<file path="src/rtl/ctrl_pkg.sv">
// ============================================================================
// ctrl_pkg : shared control-bundle types, bubble constant and encodings
//            for the ctrl_pipe control-path pipeline.
// Revision : 1.0 - initial release
// ============================================================================
`default_nettype none

package ctrl_pkg;

  // ALUOp field encodings produced by the ID-stage decoder
  localparam logic [1:0] ALUOP_LS = 2'b00;
  localparam logic [1:0] ALUOP_BR = 2'b01;
  localparam logic [1:0] ALUOP_R  = 2'b10;
  localparam logic [1:0] ALUOP_I  = 2'b11;

  // Operand forward-select encodings
  typedef enum logic [1:0] {
    FWD_NONE  = 2'b00,
    FWD_MEMWB = 2'b01,
    FWD_EXMEM = 2'b10
  } fwd_sel_t;

  // Single-bit controls held in ID/EX (Branch is resolved in ID, never stored)
  typedef struct packed {
    logic mem_read;
    logic mem_to_reg;
    logic mem_write;
    logic alu_src;
    logic reg_write;
  } ctrl_bundle_t;

  // Subset still live after EX
  typedef struct packed {
    logic mem_read;
    logic mem_write;
    logic mem_to_reg;
    logic reg_write;
  } mem_ctrl_t;

  // Subset still live after MEM
  typedef struct packed {
    logic mem_to_reg;
    logic reg_write;
  } wb_ctrl_t;

  localparam ctrl_bundle_t CTRL_BUBBLE = '0;
  localparam mem_ctrl_t    MEM_BUBBLE  = '0;
  localparam wb_ctrl_t     WB_BUBBLE   = '0;

endpackage

`default_nettype wire

</file>
<file path="src/rtl/hazard_detect.sv">
// ============================================================================
// hazard_detect : combinational load-use compare; operand forward compare
//                 when CTRL_PIPE_FORWARD_EN is defined.
// Revision      : 1.0 - initial release
// ============================================================================
`default_nettype none

module hazard_detect
  import ctrl_pkg::*;
#(
  parameter int REG_AW = 5
) (
  input  logic              i_ex_mem_read,
  input  logic [REG_AW-1:0] i_ex_rd,
  input  logic [REG_AW-1:0] i_id_rs1,
  input  logic [REG_AW-1:0] i_id_rs2,
`ifdef CTRL_PIPE_FORWARD_EN
  input  logic [REG_AW-1:0] i_ex_rs1,
  input  logic [REG_AW-1:0] i_ex_rs2,
  input  logic              i_mem_reg_write,
  input  logic [REG_AW-1:0] i_mem_rd,
  input  logic              i_wb_reg_write,
  input  logic [REG_AW-1:0] i_wb_rd,
  output logic [1:0]        o_fwd_a,
  output logic [1:0]        o_fwd_b,
`endif
  output logic              o_stall
);

  logic w_ex_rd_nz;
  logic w_rs1_hit;
  logic w_rs2_hit;

  always_comb begin
    w_ex_rd_nz = |i_ex_rd;
    w_rs1_hit  = (i_ex_rd == i_id_rs1);
    w_rs2_hit  = (i_ex_rd == i_id_rs2);
    o_stall    = i_ex_mem_read && w_ex_rd_nz && (w_rs1_hit || w_rs2_hit);
  end

`ifdef CTRL_PIPE_FORWARD_EN
  logic w_mem_live;
  logic w_wb_live;

  always_comb begin
    w_mem_live = i_mem_reg_write && (|i_mem_rd);
    w_wb_live  = i_wb_reg_write && (|i_wb_rd);

    // The younger EX/MEM result always wins over MEM/WB
    o_fwd_a = FWD_NONE;
    if (w_mem_live && (i_mem_rd == i_ex_rs1)) begin
      o_fwd_a = FWD_EXMEM;
    end else if (w_wb_live && (i_wb_rd == i_ex_rs1)) begin
      o_fwd_a = FWD_MEMWB;
    end

    o_fwd_b = FWD_NONE;
    if (w_mem_live && (i_mem_rd == i_ex_rs2)) begin
      o_fwd_b = FWD_EXMEM;
    end else if (w_wb_live && (i_wb_rd == i_ex_rs2)) begin
      o_fwd_b = FWD_MEMWB;
    end
  end
`endif

endmodule

`default_nettype wire

</file>
<file path="src/rtl/ctrl_pipe.sv">
// ============================================================================
// ctrl_pipe : ID/EX, EX/MEM, MEM/WB control-path registers with load-use
//             stall/bubble and branch flush. Optional operand forwarding
//             outputs under macro CTRL_PIPE_FORWARD_EN.
// Revision  : 1.0 - initial release
// ============================================================================
`default_nettype none

module ctrl_pipe
  import ctrl_pkg::*;
#(
  parameter int REG_AW  = 5,
  parameter int ALUOP_W = 2
) (
  input  logic               clk_i,
  input  logic               rst_i,
  input  logic               Branch_i,
  input  logic               MemRead_i,
  input  logic               MemtoReg_i,
  input  logic               MemWrite_i,
  input  logic               ALUSrc_i,
  input  logic               RegWrite_i,
  input  logic [ALUOP_W-1:0] ALUOp_i,
  input  logic [REG_AW-1:0]  RS1addr_i,
  input  logic [REG_AW-1:0]  RS2addr_i,
  input  logic [REG_AW-1:0]  RDaddr_i,
  input  logic               Flush_i,
  output logic               Stall_o,
  output logic [ALUOP_W-1:0] EX_ALUOp_o,
  output logic               EX_ALUSrc_o,
  output logic [REG_AW-1:0]  EX_RS1addr_o,
  output logic [REG_AW-1:0]  EX_RS2addr_o,
  output logic               MEM_MemRead_o,
  output logic               MEM_MemWrite_o,
  output logic [REG_AW-1:0]  MEM_RDaddr_o,
  output logic               MEM_RegWrite_o,
  output logic               WB_MemtoReg_o,
  output logic               WB_RegWrite_o,
  output logic [REG_AW-1:0]  WB_RDaddr_o
`ifdef CTRL_PIPE_FORWARD_EN
  ,
  output logic [1:0]         ForwardA_o,
  output logic [1:0]         ForwardB_o
`endif
);

  // ID/EX
  ctrl_bundle_t       r_idex_ctrl;
  logic [ALUOP_W-1:0] r_idex_aluop;
  logic [REG_AW-1:0]  r_idex_rs1;
  logic [REG_AW-1:0]  r_idex_rs2;
  logic [REG_AW-1:0]  r_idex_rd;
  // EX/MEM
  mem_ctrl_t          r_exmem_ctrl;
  logic [REG_AW-1:0]  r_exmem_rd;
  // MEM/WB
  wb_ctrl_t           r_memwb_ctrl;
  logic [REG_AW-1:0]  r_memwb_rd;

  logic               w_stall;
  logic               w_load_bubble;
  logic               w_unused_branch;
  ctrl_bundle_t       w_id_ctrl;

  // Branch is consumed entirely in ID; it only exists here for port parity
  assign w_unused_branch = Branch_i;

  always_comb begin
    w_id_ctrl            = CTRL_BUBBLE;
    w_id_ctrl.mem_read   = MemRead_i;
    w_id_ctrl.mem_to_reg = MemtoReg_i;
    w_id_ctrl.mem_write  = MemWrite_i;
    w_id_ctrl.alu_src    = ALUSrc_i;
    w_id_ctrl.reg_write  = RegWrite_i;
    w_load_bubble        = Flush_i || w_stall;
  end

`ifdef CTRL_PIPE_FORWARD_EN
  hazard_detect #(
    .REG_AW          (REG_AW)
  ) u_hazard_detect (
    .i_ex_mem_read   (r_idex_ctrl.mem_read),
    .i_ex_rd         (r_idex_rd),
    .i_id_rs1        (RS1addr_i),
    .i_id_rs2        (RS2addr_i),
    .i_ex_rs1        (r_idex_rs1),
    .i_ex_rs2        (r_idex_rs2),
    .i_mem_reg_write (r_exmem_ctrl.reg_write),
    .i_mem_rd        (r_exmem_rd),
    .i_wb_reg_write  (r_memwb_ctrl.reg_write),
    .i_wb_rd         (r_memwb_rd),
    .o_fwd_a         (ForwardA_o),
    .o_fwd_b         (ForwardB_o),
    .o_stall         (w_stall)
  );
`else
  hazard_detect #(
    .REG_AW          (REG_AW)
  ) u_hazard_detect (
    .i_ex_mem_read   (r_idex_ctrl.mem_read),
    .i_ex_rd         (r_idex_rd),
    .i_id_rs1        (RS1addr_i),
    .i_id_rs2        (RS2addr_i),
    .o_stall         (w_stall)
  );
`endif

  // Stages always advance; a stall only replaces the ID/EX load with a bubble
  always_ff @(posedge clk_i) begin
    if (rst_i) begin
      r_idex_ctrl  <= CTRL_BUBBLE;
      r_idex_aluop <= {ALUOP_W{1'b0}};
      r_idex_rs1   <= {REG_AW{1'b0}};
      r_idex_rs2   <= {REG_AW{1'b0}};
      r_idex_rd    <= {REG_AW{1'b0}};
      r_exmem_ctrl <= MEM_BUBBLE;
      r_exmem_rd   <= {REG_AW{1'b0}};
      r_memwb_ctrl <= WB_BUBBLE;
      r_memwb_rd   <= {REG_AW{1'b0}};
    end else begin
      if (w_load_bubble) begin
        r_idex_ctrl  <= CTRL_BUBBLE;
        r_idex_aluop <= {ALUOP_W{1'b0}};
        r_idex_rs1   <= {REG_AW{1'b0}};
        r_idex_rs2   <= {REG_AW{1'b0}};
        r_idex_rd    <= {REG_AW{1'b0}};
      end else begin
        r_idex_ctrl  <= w_id_ctrl;
        r_idex_aluop <= ALUOp_i;
        r_idex_rs1   <= RS1addr_i;
        r_idex_rs2   <= RS2addr_i;
        r_idex_rd    <= RDaddr_i;
      end

      r_exmem_ctrl.mem_read   <= r_idex_ctrl.mem_read;
      r_exmem_ctrl.mem_write  <= r_idex_ctrl.mem_write;
      r_exmem_ctrl.mem_to_reg <= r_idex_ctrl.mem_to_reg;
      r_exmem_ctrl.reg_write  <= r_idex_ctrl.reg_write;
      r_exmem_rd              <= r_idex_rd;

      r_memwb_ctrl.mem_to_reg <= r_exmem_ctrl.mem_to_reg;
      r_memwb_ctrl.reg_write  <= r_exmem_ctrl.reg_write;
      r_memwb_rd              <= r_exmem_rd;
    end
  end

  always_comb begin
    Stall_o        = w_stall;
    EX_ALUOp_o     = r_idex_aluop;
    EX_ALUSrc_o    = r_idex_ctrl.alu_src;
    EX_RS1addr_o   = r_idex_rs1;
    EX_RS2addr_o   = r_idex_rs2;
    MEM_MemRead_o  = r_exmem_ctrl.mem_read;
    MEM_MemWrite_o = r_exmem_ctrl.mem_write;
    MEM_RDaddr_o   = r_exmem_rd;
    MEM_RegWrite_o = r_exmem_ctrl.reg_write;
    WB_MemtoReg_o  = r_memwb_ctrl.mem_to_reg;
    WB_RegWrite_o  = r_memwb_ctrl.reg_write;
    WB_RDaddr_o    = r_memwb_rd;
  end

endmodule

`default_nettype wire

</file>
<file path="config.mk">
export PLATFORM = sky130hd
export DESIGN_NAME = ctrl_pipe
export DESIGN_NICKNAME = d
export VERILOG_FILES = /design/src/rtl/ctrl_pkg.sv /design/src/rtl/hazard_detect.sv /design/src/rtl/ctrl_pipe.sv
export SDC_FILE = /design/constraint.sdc
export NUM_CORES = 1
export LEC_CHECK = 0
export BUFFER_PORTS_ARGS = -buffer_cell sky130_fd_sc_hd__buf_4
export CAP_MARGIN = 20
export CORE_MARGIN = 5
export CORE_UTILIZATION = 51
export CTS_CLUSTER_SIZE = 28
export DETAILED_ROUTE_END_ITERATION = 10
export GPL_ROUTABILITY_DRIVEN = 0
export GPL_TIMING_DRIVEN = 0
export PLACE_DENSITY = 0.8
export SLEW_MARGIN = 10
export SYNTH_ARGS = -nofsm -noshare
export SYNTH_HDL_FRONTEND = slang
export SYNTH_HIERARCHICAL = 1
export SYNTH_SLANG_ARGS = --single-unit
</file>
<file path="constraint.sdc">
create_clock -name clk_i -period 3.1 [get_ports clk_i]
set_input_delay 0.465 -clock clk_i [delete_from_list [all_inputs] [get_ports clk_i]]
set_output_delay 0.465 -clock clk_i [all_outputs]
set_load 0.05 [all_outputs]
</file>
## After elaboration in Yosys (flattened, before gate mapping)

Index checks and enable logic that the tools add are counted.

- Flip-flop bits (word level): 38
- Bits of input ports: 26
- Output and inout port bits: 29
- Word-level logic and storage cells: 25

- Equality and inequality tests: 2
- Reduce and logical (&&, ||, !) cells: 6

Operators by type and width:

| kind | number |
|---|---|
| equality test 5 bit | 2 |
| OR reduction 5 bit | 1 |
| logical AND 1 bit | 2 |
| logical OR 1 bit | 2 |
| OR reduction 2 bit | 1 |

## Depth between registers and ports, before layout

- Depth in word-level cells: 5
- Gate-level depth with buffers: 6
- Mapped depth without buffers: 5

## Modules after synthesis

Netlist, hierarchy kept.

By module, submodules not included:

| module | times used | cells each | area an instance (µm²) | sequential area each (µm²) |
|---|---|---|---|---|
| ctrl_pipe | 1 | 84 | 1297.5 | 760.7 |
| hazard_detect | 1 | 17 | 125.1 | 0.0 |

## Worst setup path after synthesis

Ideal clock, no wire load.

- Path type: input port to output port
- From: input RS1addr_i[0]
- To: output Stall_o
- Arrival: 1844 ps
- Required time: 2635 ps
- Path slack: 791 ps
- Stages on the path: 4
- Buffers on the path: 0
- Cells stage by stage: xor2_1 > nor3_1 > nand3_1 > a21oi_1

- Word-level cells in the longest chain between the ends: 3

RTL lines:

| what | RTL line | source |
|---|---|---|
| start: declaration | ctrl_pipe.sv:24 | `input logic [REG_AW-1:0] RS1addr_i,` |
| equality test 5 bit | hazard_detect.sv:36 | `w_rs1_hit = (i_ex_rd == i_id_rs1);` |
| logical OR 1 bit | hazard_detect.sv:38 | `o_stall = i_ex_mem_read && w_ex_rd_nz && (w_rs1_hit \|\| w_rs2_hit);` |
| logical AND 1 bit | hazard_detect.sv:38 |  |
| end: declaration | ctrl_pipe.sv:28 | `output logic Stall_o,` |

Every way passes these cells.

## Worst setup path in the final report

- From: register r_idex_rd[0]
- To: output Stall_o

- Word-level cells in the longest chain between the ends: 3
- Elaborated cells between the ends (all ways): 6
- Classes of those cells: eq/ne: 2; reduce/logical: 4

RTL lines:

| what | RTL line | source |
|---|---|---|
| start: declaration | ctrl_pipe.sv:52 | `logic [REG_AW-1:0] r_idex_rd;` |
| start signal: assignment | ctrl_pipe.sv:115 | `r_idex_rd <= {REG_AW{1'b0}};` |
| start signal: assignment | ctrl_pipe.sv:126 | `r_idex_rd <= {REG_AW{1'b0}};` |
| start signal: assignment | ctrl_pipe.sv:132 | `r_idex_rd <= RDaddr_i;` |
| equality test 5 bit, or another cell as far along | hazard_detect.sv:36 |  |
| logical OR 1 bit / logical AND 1 bit (equally long branches) | hazard_detect.sv:38 |  |
| logical AND 1 bit * | hazard_detect.sv:38 |  |

Mark *: on every way between the ends. The rest lies on a longest branch, timed or not.

==> reports/metrics.cfg <==
[status]
outcome = finished, final reports clean

[layout]
drive_gt1_frac = 0.547
seq_area_um2 = 761
mostFrequentLayoutCells = buf_4 (54), dfxtp_1 (38), nor4b_2 (18)
synthToLayoutAreaGrowth_pct = 38.0
final_util = 0.724
layout_commonest_cell = buf_4
insertedDiodeCount = 0
nFillCells = 201
multi_input_area_um2 = 568
fin_nets = 186

[synthesis]
syn_inst = 101
ys_types = 17
syn_area_um2 = 1420
yosysSeqAreaShare = 0.535
syn_area_per_cell_um2 = 14.1
synth_fa_ha_area_frac = 0
syn_nets = 127
yosys.area_share.simple = 0.331
synth.area.mux_share = 0
ys_ff_latch = 38
synth_top_family_by_area = simple AND/OR/NAND/NOR gates
yosys_warnings = 6
synth-compound-area-share = 0.00704
synth_xor_area_frac = 0.0616

[timing]
fin_worst_skew_ns = 0.00674
worst_pin_slew_ns = 0.511
tns_ns = 0
hold_viol_final = 0
min_period_ns = 2.44
slew_headroom = 0.659
fmax_mhz = 409
maxSlewViolCount = 0
rsz0062_at_grt = no
finalCritPeriodShare = 0.788
finalSetupViolations = 0

[clock_network]
clk_path_buf_depth = 2
path_clk_slew_ns = 0.11
cts_sinks = 38
cts.hold.buffers_added = 0
cts_tree = done
cts_max_level = 2
clock_latency_ns = 0.35
cts_buffers = 5
post-cts-setup-buffers = 0
cts_root_buffer = clkbuf_4
cts_resized = 0

[floorplan]
die_h_um = 62.8
die_w_um = 62.8
core_region_area_um2 = 2710
rows = 19
die_area_um2 = 3950
start_util = 0.525
io_pins = 55

[global_route]
grt_pass1_vias = 970
grt_overflow = 0
grt_pass1_wl_um = 4830
grt_max_degree = 13
grt.total_usage = 0.159
antenna_found_initial = 0

[placed_design]
dp_hpwl_um = 2070
io_buffers = 52

[setup_path]
critical_path_required_ns = 2.63
crit_type = flop to output pin
reg2reg_from = r_idex_rd[1]$_SDFF_PP0_
crit_path_start_kind = flop
crit_arrival_ns = 1.98
worstSetupEndpoint = Stall_o
end_kind = output pin
setup.worst_path.start = r_idex_rd[0]$_SDFF_PP0_
r2r-end = EX_RS1addr_o[1]$_SDFF_PP0_
rr_worst_depth = 5
r2r_slack_ns = 1.33
critPathMaxFanout = 5

[power_and_ir_drop]
p_leak_nw = 0.863
power.switching_w = 0.000246
p_per_area_nw_per_um2 = 555
power_frac_comb = 0.131
power.total_w = 0.00109
internal_power_w = 0.000843
ir_drop_mv = 0.458
p_seq_frac = 0.470
swShare = 0.226
clkPwrFrac = 0.399

[drt]
vias = 948
detail-route-antenna-nets = 0
via_per_inst = 4.94
firstDrtPassIters = 3
routed_wl_um = 2830
drc = 0
drtIter0Drc = 27
detail_route.wl_per_cell_um = 14.8

[hold_path]
holdCritPathClass = primary input to flop

[job]
drv_cap = 0

-- logic make-up after synthesis --
| family | Yosys count |
|---|---|
| AO/OA/AOI/OAI | 2 |
| XOR/XNOR | 10 |
| buffers and inverters | 8 |
| flip-flops | 38 |
| AND/OR/NAND/NOR | 43 |
-- worst max-delay path: stages, from the launching register on --
cell and delay [ns]:
dfxtp_1 0.37, xor2_1 0.18, nor3_1 0.24, nand3_1 0.10
a21oi_1 0.45, buf_4 0.29
-- through the flow --
| stage | setup slack, ns | instances | hold slack, ns | instance area (um2) |
|---|---|---|---|---|
| 2_1_floorplan | 0.791 | 101 | 0.411 | 1420 |
| 3_3_place_gp | 0.853 | 184 | 0.415 | 1850 |
| 3_5_place_dp | 0.857 | 184 | 0.424 | 1850 |
| 4_1_cts | 0.673 | 192 | 0.300 | 1960 |
| 5_1_grt | 0.560 | 192 | 0.289 | 1960 |
| 6_report | 0.658 | 192 | 0.313 | 1960 |
-- how the worst min path moves through the flow --
stage | start | endpoint | slack [ns] | cells after the start
4_1_cts | Flush_i | EX_RS1addr_o[3]$_SDFF_PP0_ | 0.30 | 2
5_1_grt | Flush_i | EX_RS1addr_o[3]$_SDFF_PP0_ | 0.29 | 2
3_3_place_gp | r_exmem_ctrl[1]$_SDFF_PP0_ | WB_MemtoReg_o$_SDFF_PP0_ | 0.42 | 1
2_1_floorplan | r_idex_ctrl[2]$_SDFF_PP0_ | MEM_MemWrite_o$_SDFF_PP0_ | 0.41 | 1
6_report | Flush_i | EX_RS1addr_o[3]$_SDFF_PP0_ | 0.31 | 2
3_5_place_dp | r_idex_ctrl[2]$_SDFF_PP0_ | MEM_MemWrite_o$_SDFF_PP0_ | 0.42 | 1
-- power groups by stage --
stage	Combinational [W]	Sequential (W)	Clock [W]
2_1_floorplan	0.0000538	0.000561	0
3_3_place_gp	0.000141	0.000522	0
3_5_place_dp	0.000143	0.000523	0
4_1_cts	0.000144	0.000512	0.000441
5_1_grt	0.000151	0.000514	0.000473
6_report	0.000143	0.000512	0.000434
-- cells in the mapped netlist, drive strengths merged --
library cell,count,share of area
dfxtp,38,0.53
nor4b,22,0.24
nor2b,10,0.044
buf,8,0.066
and2b,6,0.032
xor2,6,0.037
xnor2,4,0.025
nand3,2,0.0070
nor3,2,0.0070
a21oi,1,0.0035
o21ai,1,0.0035
or4,1,0.0053
-- registers in the layout, summed over array words and instances (netlist names) --
register,cells
EX_RS1addr_o,5
EX_RS2addr_o,5
MEM_RDaddr_o,5
WB_RDaddr_o,5
r_idex_rd,5
r_idex_ctrl,4
EX_ALUOp_o,2
EX_ALUSrc_o,1
MEM_MemRead_o,1
MEM_MemWrite_o,1
MEM_RegWrite_o,1
WB_MemtoReg_o,1
WB_RegWrite_o,1
r_exmem_ctrl,1
-- per-layer routing --
layer	global-route usage	routed length (um)
met1	0.181	1130
met2	0.240	1390
met3	0.0629	229
met4	0.111	87
met5	0	0
-- area by class of cell --
| class | count | share of cell area |
|---|---|---|
| clock buffer | 6 | 0.0261 |
| timing repair buffer | 52 | 0.199 |
| buffer | 8 | 0.0478 |
| sequential | 38 | 0.388 |
| clock inverter | 2 | 0.0306 |
| tap | 31 | 0.0198 |
| multi-input combinational | 55 | 0.289 |
No activity file was read; power rests on OpenSTA's default activity.
